$ cat src/rtl/mc_ctrl_pkg.sv
`default_nettype none
// ============================================================================
// Module   : mc_ctrl_pkg
// Brief    : Shared encodings for the multi-cycle controller.
// Revision : 1.0
// ============================================================================
package mc_ctrl_pkg;

  typedef enum logic [4:0] {
    S_IDLE  = 5'd0,
    S_F0    = 5'd1,
    S_F1    = 5'd2,
    S_F2    = 5'd3,
    S_DEC   = 5'd4,
    S_EXA   = 5'd5,
    S_EXI   = 5'd6,
    S_WB    = 5'd7,
    S_MA    = 5'd8,
    S_MR    = 5'd9,
    S_ML    = 5'd10,
    S_MW    = 5'd11,
    S_BR    = 5'd12,
    S_BT    = 5'd13,
    S_HLT   = 5'd14,
    S_FAULT = 5'd15
  } state_e;

  localparam logic [1:0] CLS_ALU_RR  = 2'b00;
  localparam logic [1:0] CLS_ALU_IMM = 2'b01;
  localparam logic [1:0] CLS_MEM     = 2'b10;
  localparam logic [1:0] CLS_BR      = 2'b11;

  localparam logic [1:0] BR_ALWAYS = 2'b00;
  localparam logic [1:0] BR_Z      = 2'b01;
  localparam logic [1:0] BR_N      = 2'b10;
  localparam logic [1:0] BR_C      = 2'b11;

  localparam logic [1:0] INREG_NONE = 2'd0;
  localparam logic [1:0] INREG_REG  = 2'd1;
  localparam logic [1:0] INREG_IMM  = 2'd2;
  localparam logic [1:0] INREG_LOAD = 2'd3;

  localparam logic [2:0] ALU_NOP_DEF = 3'b101;

  // flags are packed {Z,N,C}
  function automatic logic br_taken(input logic [1:0] cond, input logic [2:0] flags);
    logic taken;
    case (cond)
      BR_ALWAYS: taken = 1'b1;
      BR_Z:      taken = flags[2];
      BR_N:      taken = flags[1];
      default:   taken = flags[0];
    endcase
    return taken;
  endfunction

endpackage
`default_nettype wire

$ cat src/rtl/mc_wait_timer.sv
`default_nettype none
// ============================================================================
// Module   : mc_wait_timer
// Brief    : Memory-wait cycle counter with clear, enable and timeout flag.
// Revision : 1.0
// ============================================================================
module mc_wait_timer #(
  parameter int TIMEOUT = 15,
  parameter int CNT_W   = 8
) (
  input  logic clk,
  input  logic rst,
  input  logic clr,
  input  logic en,
  output logic timeout
);

  logic [CNT_W-1:0] count_q;
  logic [CNT_W-1:0] count_d;

  always_comb begin
    count_d = count_q;
    if (clr) begin
      count_d = '0;
    end else if (en) begin
      count_d = count_q + 1'b1;
    end
  end

  always_ff @(posedge clk) begin
    if (rst) begin
      count_q <= '0;
    end else begin
      count_q <= count_d;
    end
  end

  // Flags the cycle on which one more idle wait would reach TIMEOUT, so a
  // wait state lasts at most TIMEOUT cycles before the controller faults.
  assign timeout = (count_q == CNT_W'(TIMEOUT - 1));

endmodule
`default_nettype wire

$ cat src/rtl/mc_ctrl_fsm.sv
`default_nettype none
// ============================================================================
// Module   : mc_ctrl_fsm
// Brief    : Multi-cycle controller for the accumulator/temp datapath.
// Revision : 1.0
// ============================================================================
module mc_ctrl_fsm
  import mc_ctrl_pkg::*;
#(
  parameter int                 OPC_W   = 7,
  parameter int                 ALUOP_W = 3,
  parameter int                 TIMEOUT = 15,
  parameter logic [ALUOP_W-1:0] ALU_NOP = ALUOP_W'(ALU_NOP_DEF)
) (
  input  logic               clk,
  input  logic               rst,
  input  logic               run,
  input  logic [OPC_W-1:0]   opcode,
  input  logic [2:0]         flags,
  input  logic               mem_rdy,
  output logic               wpc,
  output logic               rpc,
  output logic               rm,
  output logic               wmem,
  output logic               wmar,
  output logic               rmar,
  output logic               wmdr,
  output logic               rmdr,
  output logic               wir,
  output logic               wReg,
  output logic               rReg,
  output logic               wt,
  output logic               rt,
  output logic               rc1,
  output logic               ldF,
  output logic [1:0]         inReg,
  output logic [ALUOP_W-1:0] aluOp,
  output logic [4:0]         state,
  output logic               fault
);

  state_e state_q;
  state_e state_d;

  logic [1:0] opc_cls;
  logic       is_halt;
  logic       is_store;
  logic       in_wait;
  logic       wait_tmo;
  logic       mem_expired;

  assign opc_cls  = opcode[OPC_W-1:OPC_W-2];
  assign is_halt  = &opcode;
  assign is_store = opcode[0];

  // Counter is held clear outside the wait states, so every entry starts at 0.
  assign in_wait     = (state_q == S_F1) || (state_q == S_MR) || (state_q == S_MW);
  assign mem_expired = wait_tmo && !mem_rdy;

  mc_wait_timer #(
    .TIMEOUT (TIMEOUT),
    .CNT_W   (8)
  ) u_wait_timer (
    .clk     (clk),
    .rst     (rst),
    .clr     (!in_wait),
    .en      (in_wait && !mem_rdy),
    .timeout (wait_tmo)
  );

  always_ff @(posedge clk) begin
    if (rst) begin
      state_q <= S_IDLE;
    end else begin
      state_q <= state_d;
    end
  end

  always_comb begin
    state_d = state_q;
    case (state_q)
      S_IDLE:  if (run) state_d = S_F0;
      S_F0:    state_d = S_F1;
      S_F1: begin
        if (mem_rdy)          state_d = S_F2;
        else if (mem_expired) state_d = S_FAULT;
      end
      S_F2:    state_d = S_DEC;
      S_DEC: begin
        if (is_halt) begin
          state_d = S_HLT;
        end else begin
          case (opc_cls)
            CLS_ALU_RR:  state_d = S_EXA;
            CLS_ALU_IMM: state_d = S_EXI;
            CLS_MEM:     state_d = S_MA;
            default:     state_d = S_BR;
          endcase
        end
      end
      S_EXA:   state_d = S_WB;
      S_EXI:   state_d = S_WB;
      S_WB:    state_d = S_F0;
      S_MA:    state_d = is_store ? S_MW : S_MR;
      S_MR: begin
        if (mem_rdy)          state_d = S_ML;
        else if (mem_expired) state_d = S_FAULT;
      end
      S_ML:    state_d = S_F0;
      S_MW: begin
        if (mem_rdy)          state_d = S_F0;
        else if (mem_expired) state_d = S_FAULT;
      end
      S_BR:    state_d = br_taken(opcode[1:0], flags) ? S_BT : S_F0;
      S_BT:    state_d = S_F0;
      S_HLT:   state_d = S_HLT;
      S_FAULT: state_d = S_FAULT;
      default: state_d = S_FAULT;
    endcase
  end

  // Strobes decode the state register; wmdr in the read waits additionally
  // qualifies on mem_rdy so MDR captures only the completing beat.
  always_comb begin
    wpc   = 1'b0;
    rpc   = 1'b0;
    rm    = 1'b0;
    wmem  = 1'b0;
    wmar  = 1'b0;
    rmar  = 1'b0;
    wmdr  = 1'b0;
    rmdr  = 1'b0;
    wir   = 1'b0;
    wReg  = 1'b0;
    rReg  = 1'b0;
    wt    = 1'b0;
    rt    = 1'b0;
    rc1   = 1'b0;
    ldF   = 1'b0;
    inReg = INREG_NONE;
    aluOp = ALU_NOP;
    fault = 1'b0;
    case (state_q)
      S_F0: begin
        rpc  = 1'b1;
        wmar = 1'b1;
      end
      S_F1, S_MR: begin
        rmar = 1'b1;
        rm   = 1'b1;
        wmdr = mem_rdy;
      end
      S_F2: begin
        rmdr = 1'b1;
        wir  = 1'b1;
        rc1  = 1'b1;
        wpc  = 1'b1;
      end
      S_EXA: begin
        rReg  = 1'b1;
        inReg = INREG_REG;
        wt    = 1'b1;
        aluOp = opcode[ALUOP_W-1:0];
      end
      S_EXI: begin
        rmdr  = 1'b1;
        inReg = INREG_IMM;
        wt    = 1'b1;
        aluOp = opcode[ALUOP_W-1:0];
      end
      S_WB: begin
        rt   = 1'b1;
        wReg = 1'b1;
        ldF  = 1'b1;
      end
      S_MA: begin
        rReg  = 1'b1;
        inReg = INREG_REG;
        wmar  = 1'b1;
      end
      S_ML: begin
        rmdr  = 1'b1;
        inReg = INREG_LOAD;
        wReg  = 1'b1;
      end
      S_MW: begin
        rmar = 1'b1;
        rReg = 1'b1;
        wmdr = 1'b1;
        wmem = 1'b1;
      end
      S_BT: begin
        rmdr = 1'b1;
        wpc  = 1'b1;
      end
      S_FAULT: fault = 1'b1;
      default: ;
    endcase
  end

  assign state = state_q;

endmodule
`default_nettype wire

$ cat config.mk
export PLATFORM = sky130hd
export DESIGN_NAME = mc_ctrl_fsm
export DESIGN_NICKNAME = d
export VERILOG_FILES = /design/src/rtl/mc_ctrl_pkg.sv /design/src/rtl/mc_wait_timer.sv /design/src/rtl/mc_ctrl_fsm.sv
export SDC_FILE = /design/constraint.sdc
export NUM_CORES = 1
export LEC_CHECK = 0
export BUFFER_PORTS_ARGS = -buffer_cell sky130_fd_sc_hd__buf_2
export CAP_MARGIN = 20
export CORE_MARGIN = 1
export CORE_UTILIZATION = 40
export DETAILED_ROUTE_END_ITERATION = 8
export GPL_ROUTABILITY_DRIVEN = 1
export PLACE_DENSITY = 0.74
export SETUP_SLACK_MARGIN = 0.3
export SLEW_MARGIN = 20
export SYNTH_ARGS = -nofsm -noshare
export SYNTH_HDL_FRONTEND = slang
export SYNTH_SLANG_ARGS = --single-unit
$ cat constraint.sdc
create_clock -name clk -period 2.1 [get_ports clk]
set_clock_uncertainty 0.05 [all_clocks]
set_input_delay 0.42 -clock clk [delete_from_list [all_inputs] [get_ports clk]]
set_output_delay 0.42 -clock clk [all_outputs]
set_load 0.03 [all_outputs]
==> parameters.txt <==
Parameter                              Value

CTS
  Clock-pin slew reported for the worst setup and hold paths after clock tree synthesis    around 90 ps
  CTS buffer count    3
  Hold buffers post-CTS    0
  Max Buffers Root-to-Sink    2
  Clock Root Buffer    clkbuf_4
  Number of clock sinks    13
  Worst-Skew Late Latency    290 ps
  TritonCTS clock tree    built
  H-tree depth    1

GRT
  Total Routing Usage GR    0.271
  First-pass GRT wire length    roughly 5.8 mm
  Antenna violations before repair    0
  Vias in the first global route    between 1000 and 1500
  Maximum number of pins on one net before global-route repair    15
  Global-route congestion overflow total    0

Critical path
  Critical-path maximum fanout    5
  Worst path arrival time    1560 ps
  Category of the critical setup timing path    reg -> out
  Required time of the critical path    1630 ps
  Endpoint type of the worst setup path    primary output
  Startpoint Class    flop

Route
  Antenna-violating nets left    0
  Remaining routing DRC violations    0
  Avg WL per Cell    between 15 and 20 um
  Number of detailed-route iterations in the first pass    4
  Detail-routed via count per cell    around 6
  Final wirelength    around 4.1 mm
  Vias post-DR    1472
  Iter 0 DRT Violations    83

Logic synthesis
  Summed instance area of the synthesized netlist    0.00111 sq mm
  Distinct cell type count of the synthesized netlist    46
  Number of enable flip-flop cells after synthesis    0
  Portion of the post-synthesis area used by sequential elements    0.235
  Yosys warns    0
  Asr flop ratio synth    0
  Average instance area after synthesis    7.05 sq um
  Synth Net Count    between 150 and 200
  Number of standard cells after synthesis    ~160
  Number of register bits inferred by synthesis    13
  Most used flip-flop cell after synthesis    dfxtp_1

Floorplanning
  Number of standard-cell rows in the floorplan    18
  Die area    about 0.0030 sq mm
  Starting density of the core    0.435
  Ports    40
  DIE HEIGHT    between 50 and 60 um
  Core Box Area    around 0.0025 sq mm
  Width of the chip    around 55 um

Status
  Result of the run    finished, final reports clean

STA
  Final Hold Slack    388 ps
  Final setup violation count    0
  Min Clock Period, post-route    2030 ps
  Final Max Slew Viols    0
  Maximum clock frequency    492 MHz
  Crit share post-route    0.968
  Sum of negative setup slack    0 ps
  Unrepaired setup endpoints after global routing    yes
  Setup ws final    slightly below 70 ps
  Final-report hold violation count    0

Placement
  Placed Area    ~0.0015 sq mm
  Number of I/O port buffers    39
  RePlAce Congestion    0.886
  Detailed placement HPWL    2.29 mm
  Worst slack at placement    ~220 ps

Min path
  Worst hold path type    in -> reg

Cells and area
  Layout area overhead    68.4%
  Post-route cell area    0.00186 sq mm
  Most common library cell in the layout ignoring fill and taps    buf_2
  Antenna Diode Count    0
  Post-layout util    0.733
  Final net count    around 230
  Ratio of cells with drive above 1 in the final layout    0.512
  Most used cells in the layout excluding fill and tap cells    26 x buf_2, 23 x buf_4, 13 x buf_6

Pwr
  Sw Ratio    0.423
  NetSw    ~410 uW
  IR drop worst, VDD    between 0.0004 and 0.0005 V
  Internal power consumption    approximately 570 uW
  Leakage power summed over all cells    between 0.0007 and 0.0008 uW
  Combinational cell fraction of total power    0.537
  Portion of total power attributed to the clock network    0.170
  Cell area power density    around 530 mW/mm^2
  Portion of total power attributed to sequential cells    0.293

Flow run
  Maximum capacitance violations    0
-- final cells by class --
class / instances / area, sq um
clock buffer: 4 / 26.3
fill: 185 / 681
inverter: 5 / 22.5
multi-input combinational: 127 / 996
sequential: 13 / 275
tap: 30 / 37.5
timing repair buffer: 66 / 507
-- flip-flops by register name, summed over array words and instances (netlist names) --
register,flops
state,5
u_wait_timer.count_q,8
-- cells in the mapped netlist (3+ instances only) --
master | instances | area (sq um)
a211oi_1 | 3 | 22.5
inv_1 | 5 | 18.8
nand2b_1 | 9 | 56.3
nor2_1 | 18 | 67.6
and3b_1 | 3 | 26.3
nor3b_1 | 3 | 22.5
nor3_1 | 8 | 40.0
clkbuf_1 | 9 | 33.8
and2_1 | 4 | 25.0
dfxtp_1 | 13 | 260
nand2_1 | 11 | 41.3
mux2i_1 | 3 | 30.0
a21oi_1 | 12 | 60.1
xnor2_1 | 3 | 26.3
a31oi_1 | 6 | 37.5
o21ai_0 | 7 | 35.0
-- final timing paths --
check / depth (start not counted) / to / slack (ps) / start
worst max-delay path: 5 / rm / 70 / state[0]
worst min-delay path: 3 / state[1] / 390 / opcode[5]
worst max register to register: 5 / u_wait_timer.count_q[5] / 310 / state[2]
worst min register to register: 2 / u_wait_timer.count_q[7] / 440 / u_wait_timer.count_q[7]
-- kinds of logic after synthesis --
kind of cell / share of synthesized area
AOI/OAI and AO/OA: 0.257
xor gates and xnor gates: 0.0396
adders and majority gates: 0.0226
buffers and inverters: 0.0644
DFF: 0.235
muxes: 0.0271
other: 0.00339
and+or+nand+nor: 0.351
-- per-stage QoR --
step,power [uW],std cells
after global placement,628,217
final,979,245
after detailed placement,633,217
after CTS,882,237
after global routing,1030,245
after floorplan,574,157
-- power by group through the flow --
stage / clock [uW] / sequential, uW / combinational, uW
after CTS: 162 / 288 / 432
after global placement: 0 / 320 / 308
after detailed placement: 0 / 322 / 310
final: 166 / 287 / 526
after global routing: 182 / 288 / 556
after floorplan: 0 / 299 / 276
-- critical path, stage by stage (launching register included) --
cell,delay (ps)
dfxtp_4,400
buf_8,140
nor2b_1,270
a21oi_1,150
nor2_2,100
buf_2,210
-- routing by layer --
layer / GRT usage / wire [um] / vias up
met5: 0 / 0 / -
met4: 0.0855 / 56 / 0
met3: 0.0722 / 442 / 9
met2: 0.438 / 1900 / 96
met1: 0.347 / 1660 / 684
li1: - / - / 683
-- timing repair --
item	4_1_cts	5_1_grt
pin swaps	2	6
buffers inserted	16	8
setup endpoints to repair	22	23
resized for setup	29	23
(Power assumes the default switching activity.)
